<file path="src/rtl/redstone_symbol_tx.sv">
// redstone_symbol_tx
// Transmit end of the redstone analog link. A WIDTH-bit word is sent as a
// timed frame of 4-bit signal strengths: a start symbol (15), then WIDTH/4
// data nibbles MSB-first. Each symbol is held HOLD ticks and then followed by
// GAP ticks of strength 0, so the receiver's 2-tick debounce sees every
// symbol as a separate event.
//
// Build option: define REDSTONE_CHECKSUM_EN to append one extra symbol that
// carries the mod-16 sum of the data nibbles.
//
// Ports
//   clk       : clock, one cycle per redstone tick
//   reset     : synchronous, active-high
//   in_valid  : in_data is offered
//   in_ready  : transmitter is idle and takes a word this cycle
//   in_data   : WIDTH-bit word, latched on accept
//   line      : strength driven onto the link
//   busy      : a frame is in progress
//   done      : one-cycle pulse at frame completion
//
// State | meaning
// IDLE  | line=0, waiting for a word
// START | line=15 for HOLD ticks
// SYM   | line=current nibble (or checksum) for HOLD ticks
// GAP   | line=0 for GAP ticks, then next symbol or IDLE

module redstone_symbol_tx #(
  parameter int WIDTH = 12,
  parameter int HOLD  = 4,
  parameter int GAP   = 1
) (
  input  logic             clk,
  input  logic             reset,
  input  logic             in_valid,
  output logic             in_ready,
  input  logic [WIDTH-1:0] in_data,
  output logic [3:0]       line,
  output logic             busy,
  output logic             done
);

  localparam int NIB  = WIDTH / 4;
`ifdef REDSTONE_CHECKSUM_EN
  localparam int NSYM = NIB + 1;
`else
  localparam int NSYM = NIB;
`endif
  localparam int TMAX = (HOLD > GAP) ? HOLD : GAP;
  localparam int TW   = $clog2(TMAX);
  localparam int CW   = $clog2(NSYM + 1);

  typedef enum logic [1:0] {S_IDLE, S_START, S_SYM, S_GAP} state_t;

  state_t           r_state;
  logic [TW-1:0]    r_tick;
  logic [CW-1:0]    r_sym_cnt;   // symbols after START that have finished their hold
  logic [WIDTH-1:0] r_shift;
  logic [3:0]       r_line;
  logic             r_ready;
  logic             r_busy;
  logic             r_done;
`ifdef REDSTONE_CHECKSUM_EN
  logic [3:0]       r_csum;
`endif

  logic [WIDTH-1:0] w_shift_next;
  logic [3:0]       w_nib_next;
  logic             w_hold_end;
  logic             w_gap_end;

  assign w_shift_next = r_shift << 4;
  // The first data symbol follows START directly, so it uses the unshifted word.
  assign w_nib_next   = (r_sym_cnt == '0) ? r_shift[WIDTH-1 -: 4] : w_shift_next[WIDTH-1 -: 4];
  assign w_hold_end   = (r_tick == TW'(HOLD - 1));
  assign w_gap_end    = (r_tick == TW'(GAP - 1));

  always_ff @(posedge clk) begin
    if (reset) begin
      r_state   <= S_IDLE;
      r_tick    <= '0;
      r_sym_cnt <= '0;
      r_shift   <= '0;
      r_line    <= 4'd0;
      r_ready   <= 1'b1;
      r_busy    <= 1'b0;
      r_done    <= 1'b0;
`ifdef REDSTONE_CHECKSUM_EN
      r_csum    <= 4'd0;
`endif
    end else begin
      r_done <= 1'b0;
      case (r_state)
        S_IDLE: begin
          if (in_valid && r_ready) begin
            r_shift   <= in_data;
            r_tick    <= '0;
            r_sym_cnt <= '0;
            r_state   <= S_START;
            r_line    <= 4'd15;
            r_ready   <= 1'b0;
            r_busy    <= 1'b1;
`ifdef REDSTONE_CHECKSUM_EN
            r_csum    <= 4'd0;
`endif
          end
        end
        S_START, S_SYM: begin
          if (w_hold_end) begin
            r_state <= S_GAP;
            r_tick  <= '0;
            r_line  <= 4'd0;
            if (r_state == S_SYM) r_sym_cnt <= r_sym_cnt + CW'(1);
          end else begin
            r_tick <= r_tick + TW'(1);
          end
        end
        S_GAP: begin
          if (w_gap_end) begin
            r_tick <= '0;
            if (r_sym_cnt == CW'(NSYM)) begin
              r_state <= S_IDLE;
              r_done  <= 1'b1;
              r_ready <= 1'b1;
              r_busy  <= 1'b0;
`ifdef REDSTONE_CHECKSUM_EN
            end else if (r_sym_cnt == CW'(NIB)) begin
              r_state <= S_SYM;
              r_line  <= r_csum;
`endif
            end else begin
              r_state <= S_SYM;
              r_line  <= w_nib_next;
              if (r_sym_cnt != '0) r_shift <= w_shift_next;
`ifdef REDSTONE_CHECKSUM_EN
              r_csum  <= r_csum + w_nib_next;
`endif
            end
          end else begin
            r_tick <= r_tick + TW'(1);
          end
        end
        default: r_state <= S_IDLE;
      endcase
    end
  end

  assign line     = r_line;
  assign in_ready = r_ready;
  assign busy     = r_busy;
  assign done     = r_done;

endmodule

</file>
<file path="config.mk">
export PLATFORM = sky130hd
export DESIGN_NAME = redstone_symbol_tx
export DESIGN_NICKNAME = d
export VERILOG_FILES = /design/src/rtl/redstone_symbol_tx.sv
export SDC_FILE = /design/constraint.sdc
export NUM_CORES = 1
export LEC_CHECK = 0
export CAP_MARGIN = 30
export CORE_MARGIN = 3
export CORE_UTILIZATION = 30
export CTS_BUF_LIST = sky130_fd_sc_hd__clkbuf_4 sky130_fd_sc_hd__clkbuf_8 sky130_fd_sc_hd__clkbuf_16
export DETAILED_ROUTE_END_ITERATION = 6
export PLACE_DENSITY = 0.59
export SYNTH_ARGS = -nofsm -noshare
export SYNTH_HDL_FRONTEND = slang
export SYNTH_SLANG_ARGS = --single-unit
export TNS_END_PERCENT = 50
</file>
<file path="constraint.sdc">
create_clock -name clk -period 4.5 [get_ports clk]
set_input_delay 0.9 -clock clk [delete_from_list [all_inputs] [get_ports clk]]
set_output_delay 0.9 -clock clk [all_outputs]
set_load 0.05 [all_outputs]
</file>
# Word level (Yosys, flattened, before mapping)
# Index checks and enable logic that the tools add are counted.
[totals]
word_cells = 70
mem_count = 0
inputBits = 15
romBits = 0
reg_bits = 25
latchBits = 0
out_inout_bits = 7
ram_bits = 0
[classes]
n_mux = 32
bitwise_logic = 2
mul = 0
shifts = 0
n_reduce_logical = 14
order_cmp = 0
n_eq_ne = 12
div = 0
n_addsub = 2
[ops]
columns = ["cell", "count"]
rows = [
  ["2-to-1 mux 12 bit", 4],
  ["one-hot mux 12 bit (2 select lines)", 1],
  ["2-to-1 mux 4 bit", 5],
  ["2-to-1 mux 2 bit", 9],
  ["inequality test 2 bit (second input constant)", 7],
  ["one-hot mux 2 bit (3 select lines)", 2],
  ["one-hot mux 4 bit (3 select lines)", 1],
  ["AND reduction 4 bit", 3],
  ["== test 2 bit (second input constant)", 4],
  ["2-to-1 mux 1 bit", 7],
  ["zero test 2 bit", 3],
  ["nonzero test 2 bit", 3],
  ["AND reduction 5 bit", 1],
  ["adder 2 x 1 -> 2 bit (second input constant)", 2],
  ["one-hot mux 1 bit (2 select lines)", 2],
  ["one-hot mux 2 bit (2 select lines)", 1],
  ["AND reduction 3 bit", 1],
  ["OR reduction 3 bit", 1],
  ["== test 2 x 1 -> 1 bit (second input constant)", 1],
  ["inverter 1 bit", 2],
  ["OR reduction 2 bit", 1],
  ["logical AND 1 bit", 1],
]

# Depth between registers and ports, before layout
# Gate-level depths: netlist (run 1).
[depth]
depth_word = 5
mapped_depth = 8
ltp_nobuf = 6

# Worst setup path after synthesis (run 1)
# No wires, ideal clock.
[synth_timing]
kind = "input-to-reg"
start = "input in_valid"
end = "register r_busy, in the netlist busy"
n_path_buf = 0
setup_slack_ns = 2.606
required_time_ns = 4.377
arrival_ns = 1.771
stages = 4
path_cell_list = "a21boi_2 nor2_1 o21ai_1 mux2_1"
[synth_between]
elab_chain_len = 3
[synth_rtl]
columns = ["element", "line_no", "source"]
rows = [
  ["start, declared", "34", "input logic in_valid,"],
  ["logical AND 1 bit", "94", "if (in_valid && r_ready) begin"],
  ["inequality test 2 bit (no source line)", "n/a", ""],
  ["AND reduction 4 bit (no source line)", "n/a", ""],
  ["end signal, assigned", "85", "r_busy <= 1'b0;"],
  ["end signal, assigned", "101", "r_busy <= 1'b1;"],
  ["end signal, assigned", "124", "r_busy <= 1'b0;"],
  ["end, declared", "60", "logic r_busy;"],
]
# Every way passes these cells.
# A chain may end at the register's enable or synchronous reset.

# Worst setup path after layout (run 1)
[layout_timing]
start = "input reset"
end = "register r_state[0]"
[layout_lines]
columns = ["element", "line_no", "source"]
rows = [
  ["start, declared", "33", "input logic reset,"],
  ["end signal, assigned", "79", "r_state <= S_IDLE;"],
  ["end signal, assigned", "98", "r_state <= S_START;"],
  ["end signal, assigned", "109", "r_state <= S_GAP;"],
  ["end, declared", "54", "state_t r_state;"],
]
# No word-level cell between the ends.

==> results of run 1 <==
## where the power goes
| part | internal, mW | switching (mW) | total (mW) |
|---|---|---|---|
| sequential | 0.301 | 0.0531 | 0.354 |
| combinational | 0.257 | 0.351 | 0.608 |
| clock | 0.0693 | 0.0712 | 0.141 |
## state kept, by name, indices dropped and copies added (netlist names)
| signal | count |
|---|---|
| line | 4 |
| busy | 1 |
| done | 1 |
| r_sym_cnt | 2 |
| in_ready | 1 |
| r_state | 2 |
| r_shift | 12 |
| r_tick | 2 |
## final timing paths
| path | from | to | slack (ps) | depth (start not counted) |
|---|---|---|---|---|
| min | line[2] | line[2] | 450 | 2 |
| max | reset | r_state[0] | 2010 | 3 |
| min reg2reg | line[2] | line[2] | 450 | 2 |
| max reg2reg | r_state[1] | r_shift[3] | 2060 | 6 |
## cell families after synthesis
family	after synthesis	synth area share (%)
fa+ha+maj	10	8.76
flops	25	35.0
buf+inv	20	7.09
simple gates	46	17.6
compound gates	29	18.1
mux	19	13.4
## per-stage QoR
step	total power, mW	area (um^2)	util (%)	setup WS [ps]	instances
floorplan	0.847	1430	-	2610	149
global placement	0.935	1650	36.9	1620	215
detailed placement	0.969	1670	37.2	1710	216
CTS	1.11	1720	38.3	2010	220
global route	1.19	1720	38.3	1880	220
finish	1.10	1720	38.3	2010	220
## worst min-delay path, delay by kind of cell, from the launching register on
| family | cells | cell delay (ps) |
|---|---|---|
| buffers and inverters | 1 | 40 |
| DFF | 1 | 320 |
| AOI/OAI and AO/OA | 1 | 50 |
## synthesized netlist by cell type
cell,number,area [um^2]
nand2b_1,4,25.0
and2_1,1,6.26
o21ai_1,5,25.0
dfxtp_1,25,500
o2bb2ai_2,1,15.0
and4_1,1,8.76
a21oi_1,7,35.0
ha_1,10,125
nand3_1,1,5.00
a211oi_4,1,20.0
o31ai_1,1,7.51
clkbuf_1,1,3.75
a22oi_1,1,7.51
nor4b_1,1,8.76
mux2i_1,18,180
a32o_1,1,10.0
o2bb2ai_1,1,8.76
mux2_1,1,11.3
a21boi_2,1,11.3
a22o_1,1,8.76
a211oi_2,8,100
or4_4,1,11.3
nor2b_4,1,13.8
and2b_1,1,7.51
a221o_1,1,10.0
nand2_1,1,3.75
buf_2,3,15.0
nor3_1,1,5.00
nor2_1,20,75.1
nand4_1,1,6.26
nor2b_1,6,37.5
buf_6,3,33.8
inv_1,13,48.8
nor2_2,6,37.5
## final cells by class
type / count / area, um^2
inverter: 13 / 48.8
timing repair buffer: 22 / 225
clock buffer: 4 / 48.8
fill: 438 / 2760
multi-input combinational: 104 / 827
tap: 52 / 65.1
sequential: 25 / 500
## routing by layer
metal	vias to the layer above	wire length, um	GRT usage, %
li1	549	-	-
met4	0	46	4.74
met3	4	108	2.40
met5	-	0	0
met1	487	1300	13.7
met2	17	1350	18.8
==> out/results.ini, run 1 <==
[synth]
ys_seq_area_share_pct=35.0
synth_cell_types=34
yosysWarnings=0
syn_area_um2=1430
postSynthAreaPerCell_um2=9.59
synth_nets=174
synthCells=149
ys_seq_elements=25

[detailed_routing]
drt_iter0_drc=36
totalWireLength_um=2810
postRouteAntennaNets=0
wl_per_cell_um=12.8
drc_errors=0
dr_total_vias=1057
drt_pass1_iterations=4
routed_via_density=4.80

[clock_network]
cts_hold_buf=0
htreeDepth=1
post_cts_buffers=0
cts_buffer_depth=2
root_buffer=clkbuf_8
cts_tree=yes
clock_latency_ps=270
cts_buffers=3
ctsResizeCount=0
cts.sinks=25
clk_pin_slew_worst_paths_ps=90

[die]
start_util_pct=31.9
pin_count=22
die_area_um2=5630
fp.dieW_um=75.0
fp.dieH_um=75.0
row_count=24
core_um2=4470

[pwr]
p_per_area_nw_per_um2=643
ir_drop_mv=0.156
power.leakage_nw=0.667

[sta]
setup_viol=0
drv_slew=0
finalHoldViolCount=0
tightest_slew_ps=944
post-route-min-period_ps=2490
grt_setup_unrepaired=no
whs_ps=446
skew_ps=2.39
fin_crit_sh_pct=55.4
slew_headroom_pct=36.8
fmax_mhz=401
tns_ps=0

[hold_path]
hp-class=reg2reg

[run_status]
outcome=complete, no violations

[worst_setup_path]
path_max_fanout=21
path_cells=clkdlybuf4s50_1 -> inv_1 -> a32o_1
critPathBufInv=2
cp_slowest_cell=clkdlybuf4s50_1
cp_top_family=buffers and inverters
worst_setup_path_end_kind=flop
critical_path_arrival_ps=2660
cp.required_ps=4660
max_stage_delay_ps=1090
crit_type=in2reg
cp-start-kind=input pin

[layout]
synthToLayoutAreaGrowth_pct=20.1
final_common_cell=dfxtp_1
diodes=0
drive_above_1_share_pct=14.3
final_cell_mix=dfxtp_1 (25), clkdlybuf4s50_1 (21), nor2_1 (20), mux2i_1 (18), inv_1 (13)
fin_nets=194

[placed_design]
gp_congestion=0.847
dp_hpwl_um=2100
port-buffer-count=21

[global_route]
grt_pass1_wl_um=4800
overflow=0
grt_start_max_net_pins=22
antenna_found_initial=0
grt_use_total_pct=11.2
grt_pass1_vias=1050

[run]
cap_violations=0

No activity file was read; power rests on OpenSTA's default activity.
==> run 2, diff against run 1 <==
clock period = 2.5 ns   (was 4.5 ns; I/O delays follow)
==> out/results.ini, run 2 (synthesis results as in run 1) <==
[placed_design]
gp_congestion=0.742
port-buffer-count=21
dp_slack_ps=410
dp.cells=219
postPlaceCellArea_um2=1680
dp_hpwl_um=2140

[worst_setup_path]
path_max_fanout=3
crit_type=reg2out
worst_setup_path_end_kind=primary output
startpoint=in_ready
critical_path_arrival_ps=1480
max_stage_delay_ps=820
cp-start-kind=flop
path_cells=clkdlybuf4s50_1
cp.required_ps=2000
timing.rr.start=r_state[0]
cp_slowest_cell=clkdlybuf4s50_1
r2r_slack_ps=550
critPathBufInv=1
cp_top_family=buffers and inverters

[die]
fp.dieH_um=75.0
fp.dieW_um=75.0
core_um2=4470
row_count=24
start_util_pct=31.9
pin_count=22
die_area_um2=5630

[sta]
fmax_mhz=506
grt_setup_unrepaired=no
final.setup.worst_slack_ps=523
setup_viol=0
drv_slew=0
tightest_slew_ps=517
skew_ps=6.16
finalHoldViolCount=0
post-route-min-period_ps=1980
fin_crit_sh_pct=79.1
slew_headroom_pct=65.3
tns_ps=0

[global_route]
overflow=0
antenna_found_initial=0
grt_pass1_wl_um=4750
grt_start_max_net_pins=21
grt_use_total_pct=11.2
grt_pass1_vias=1066

[hold_path]
hp-class=reg2reg
min_from=line[1]

[layout]
drive_above_1_share_pct=15.8
final_common_cell=dfxtp_1
fin_nets=197
top_register=r_shift
largest_reg_flops=12
final_cells=223
synthToLayoutAreaGrowth_pct=21.1
design_area_um2=1730
diodes=0
final_cell_mix=dfxtp_1 (25), clkdlybuf4s50_1 (21), nor2_1 (20), mux2i_1 (18), inv_1 (13)
fill_cells=453

[detailed_routing]
postRouteAntennaNets=0
dr_total_vias=1057
totalWireLength_um=2780
wl_per_cell_um=12.5
routed_via_density=4.74
drt_iter0_drc=32
drc_errors=0
drt_pass1_iterations=2

[run_status]
outcome=complete, no violations

[clock_network]
clock_latency_ps=270
post_cts_buffers=0
cts.sinks=25
root_buffer=clkbuf_8
cts_buffers=3
clk_pin_slew_worst_paths_ps=90
htreeDepth=1
ctsResizeCount=0
cts_hold_buf=0
cts_tree=yes
cts_buffer_depth=2

[pwr]
p_switching_mw=0.848
p_int_mw=1.12
power.leakage_nw=0.680
power.share.sequential_pct=32.5
p_per_area_nw_per_um2=1130
ir_drop_mv=0.365
switching_share_pct=43.2
clkPwrFrac_pct=12.9
pwr-share-comb_pct=54.6

[run]
cap_violations=0

-- run 2: final timing paths --
kind	cells after the start	endpoint
setup / recovery	1	in_ready
hold / removal	2	line[1]
setup reg to reg	6	line[3]
hold reg to reg	2	line[1]
-- run 2: layer usage --
metal	GRT usage, %	vias up	part of all wire (%)
met5	0	-	0
met4	5.53	0	1.9
met3	2.54	5	3.2
met2	19.1	12	50
met1	13.1	490	45
li1	-	550	-
-- run 2: area by class of cell --
cell class	instances	area (um^2)	share of cell area, %
tap	52	65.1	3.76
clock buffer	4	48.8	2.82
multi-input combinational	104	827	47.8
inverter	13	48.8	2.82
timing repair buffer	25	240	13.9
sequential	25	500	28.9
-- run 2: power by group through the flow --
| stage | Combinational [mW] | Clock [mW] | Sequential [mW] |
|---|---|---|---|
| floorplan | 0.740 | 0 | 0.784 |
| global placement | 1.05 | 0 | 0.643 |
| detailed placement | 1.08 | 0 | 0.648 |
| CTS | 1.08 | 0.266 | 0.640 |
| global route | 1.17 | 0.276 | 0.662 |
| finish | 1.07 | 0.253 | 0.638 |
-- run 2: per-stage QoR --
step / power (mW) / hold slack (ps) / utilization, %
2_1_floorplan: 1.52 / 460 / -
3_3_place_gp: 1.70 / 435 / 37.6
3_5_place_dp: 1.73 / 448 / 37.6
4_1_cts: 1.99 / 462 / 38.7
5_1_grt: 2.11 / 482 / 38.7
6_report: 1.96 / 457 / 38.7
==> run 3, diff against run 2 <==
PLACE_DENSITY = 0.6   (was 0.59)
clock period = 1.8 ns   (was 2.5 ns; I/O delays follow)
==> out/results.ini, run 3 (synthesis results as in run 1) <==
[run_status]
outcome=complete, no violations

[placed_design]
dp_hpwl_um=2320
port-buffer-count=21
postPlaceCellArea_um2=1740
gp_congestion=0.813
dp_slack_ps=-29.1

[hold_path]
whs_path_depth=2
min_from=line[3]
hp-class=reg2reg

[pwr]
ir_drop_mv=0.428
p_total_mw=3.22
p_per_area_nw_per_um2=1680
power.leakage_nw=0.774

[worst_setup_path]
max_stage_delay_ps=580
cp.required_ps=1960
endpoint=line[3]
r2r_slack_ps=60
timing.rr.start=r_state[1]
startpoint=r_state[1]
critical_path_arrival_ps=1910
worst-r2r-cell-count=6
path_max_fanout=6
path_cells=buf_4 -> ha_2 -> o2bb2ai_1 -> or4_4 -> o21ai_2 -> a21oi_1
cp-start-kind=flop
crit_type=reg2reg
worst_setup_path_end_kind=flop
rr_endpoint=line[3]
cp_slowest_cell=or4_4

[die]
core_um2=4470
die_area_um2=5630
pin_count=22
row_count=24
fp.dieW_um=75.0
start_util_pct=31.9
fp.dieH_um=75.0

[layout]
final_cell_mix=dfxtp_1 (23), buf_4 (21), nor2_1 (20), mux2i_1 (18), clkdlybuf4s50_1 (14)
synthToLayoutAreaGrowth_pct=33.8
design_area_um2=1910
fin_nets=211
final_common_cell=dfxtp_1
top_register=r_shift
fill_cells=415
drive_above_1_share_pct=33.0
diodes=0
largest_reg_flops=12

[global_route]
overflow=0
grt_pass1_vias=1135
grt_pass1_wl_um=5040
antenna_found_initial=0
grt_use_total_pct=11.5
grt_start_max_net_pins=21

[detailed_routing]
drt_pass1_iterations=4
drt_iter0_drc=32
routed_via_density=4.89
postRouteAntennaNets=0
wl_per_cell_um=13.6
drc_errors=0
dr_total_vias=1159
totalWireLength_um=3230

[sta]
skew_ps=6.89
final.setup.worst_slack_ps=58.2
tightest_slew_ps=373
drv_slew=0
fmax_mhz=574
tns_ps=0
setup_viol=0
fin_crit_sh_pct=96.8
slew_headroom_pct=75.0
post-route-min-period_ps=1740
finalHoldViolCount=0

[clock_network]
htreeDepth=1
clock_latency_ps=270
clk_pin_slew_worst_paths_ps=90
cts.sinks=25
cts_tree=yes
cts_buffers=3
cts_buffer_depth=2
root_buffer=clkbuf_8

[run]
cap_violations=0

## run 3: cell types whose count changed in the layout (fill, tap and decap cells not counted), sizes merged
| cell | delta |
|---|---|
| clkbuf | +2 |
| buf | +19 |
| clkdlybuf4s50 | -7 |
## run 3: power by group
| group | switching, mW | internal [mW] |
|---|---|---|
| sequential | 0.138 | 0.756 |
| combinational | 1.00 | 0.979 |
| clock | 0.172 | 0.173 |
## run 3: through the flow
stage	util [%]	instances	hold slack, ps
after floorplan	-	149	460
after global placement	39.0	228	434
after detailed placement	39.0	228	442
after CTS	40.1	232	456
after global routing	42.7	237	472
final	42.7	237	452
## run 3: worst min-delay path by stage
stage,end,slack (ps)
6_report,line[3],450
2_1_floorplan,r_shift[0],460
3_5_place_dp,line[3],440
4_1_cts,line[3],460
5_1_grt,line[3],470
3_3_place_gp,line[1],430
## run 3: area by class of cell
type	instances	area, um^2	area share, %
clock buffers	4	48.8	2.55
multi-input cells	104	865	45.2
repair buffers	39	379	19.8
flip-flops and latches	25	505	26.4
well taps	52	65.1	3.40
inverters	13	48.8	2.55
## run 3: worst max-delay path, delay by kind of cell, from the launching register on
family / cells / cell delay [ps]
simple gates: 1 / 580
flops: 1 / 370
compound gates: 3 / 340
fa+ha+maj: 1 / 220
buf+inv: 1 / 140
## run 3: metal layers
metal	global-route usage [%]	wire length (um)	vias to the layer above
met4	4.35	57	0
li1	-	-	587
met5	0	0	-
met1	14.1	1410	555
met2	20.3	1700	13
met3	1.60	62	4
## run 3: repair_timing
action | in CTS | in global routing
gates resized for setup | 0 | 15
hold buffers | 0 | 0
endpoints found under the setup margin | 0 | 17
buffers inserted | 0 | 3
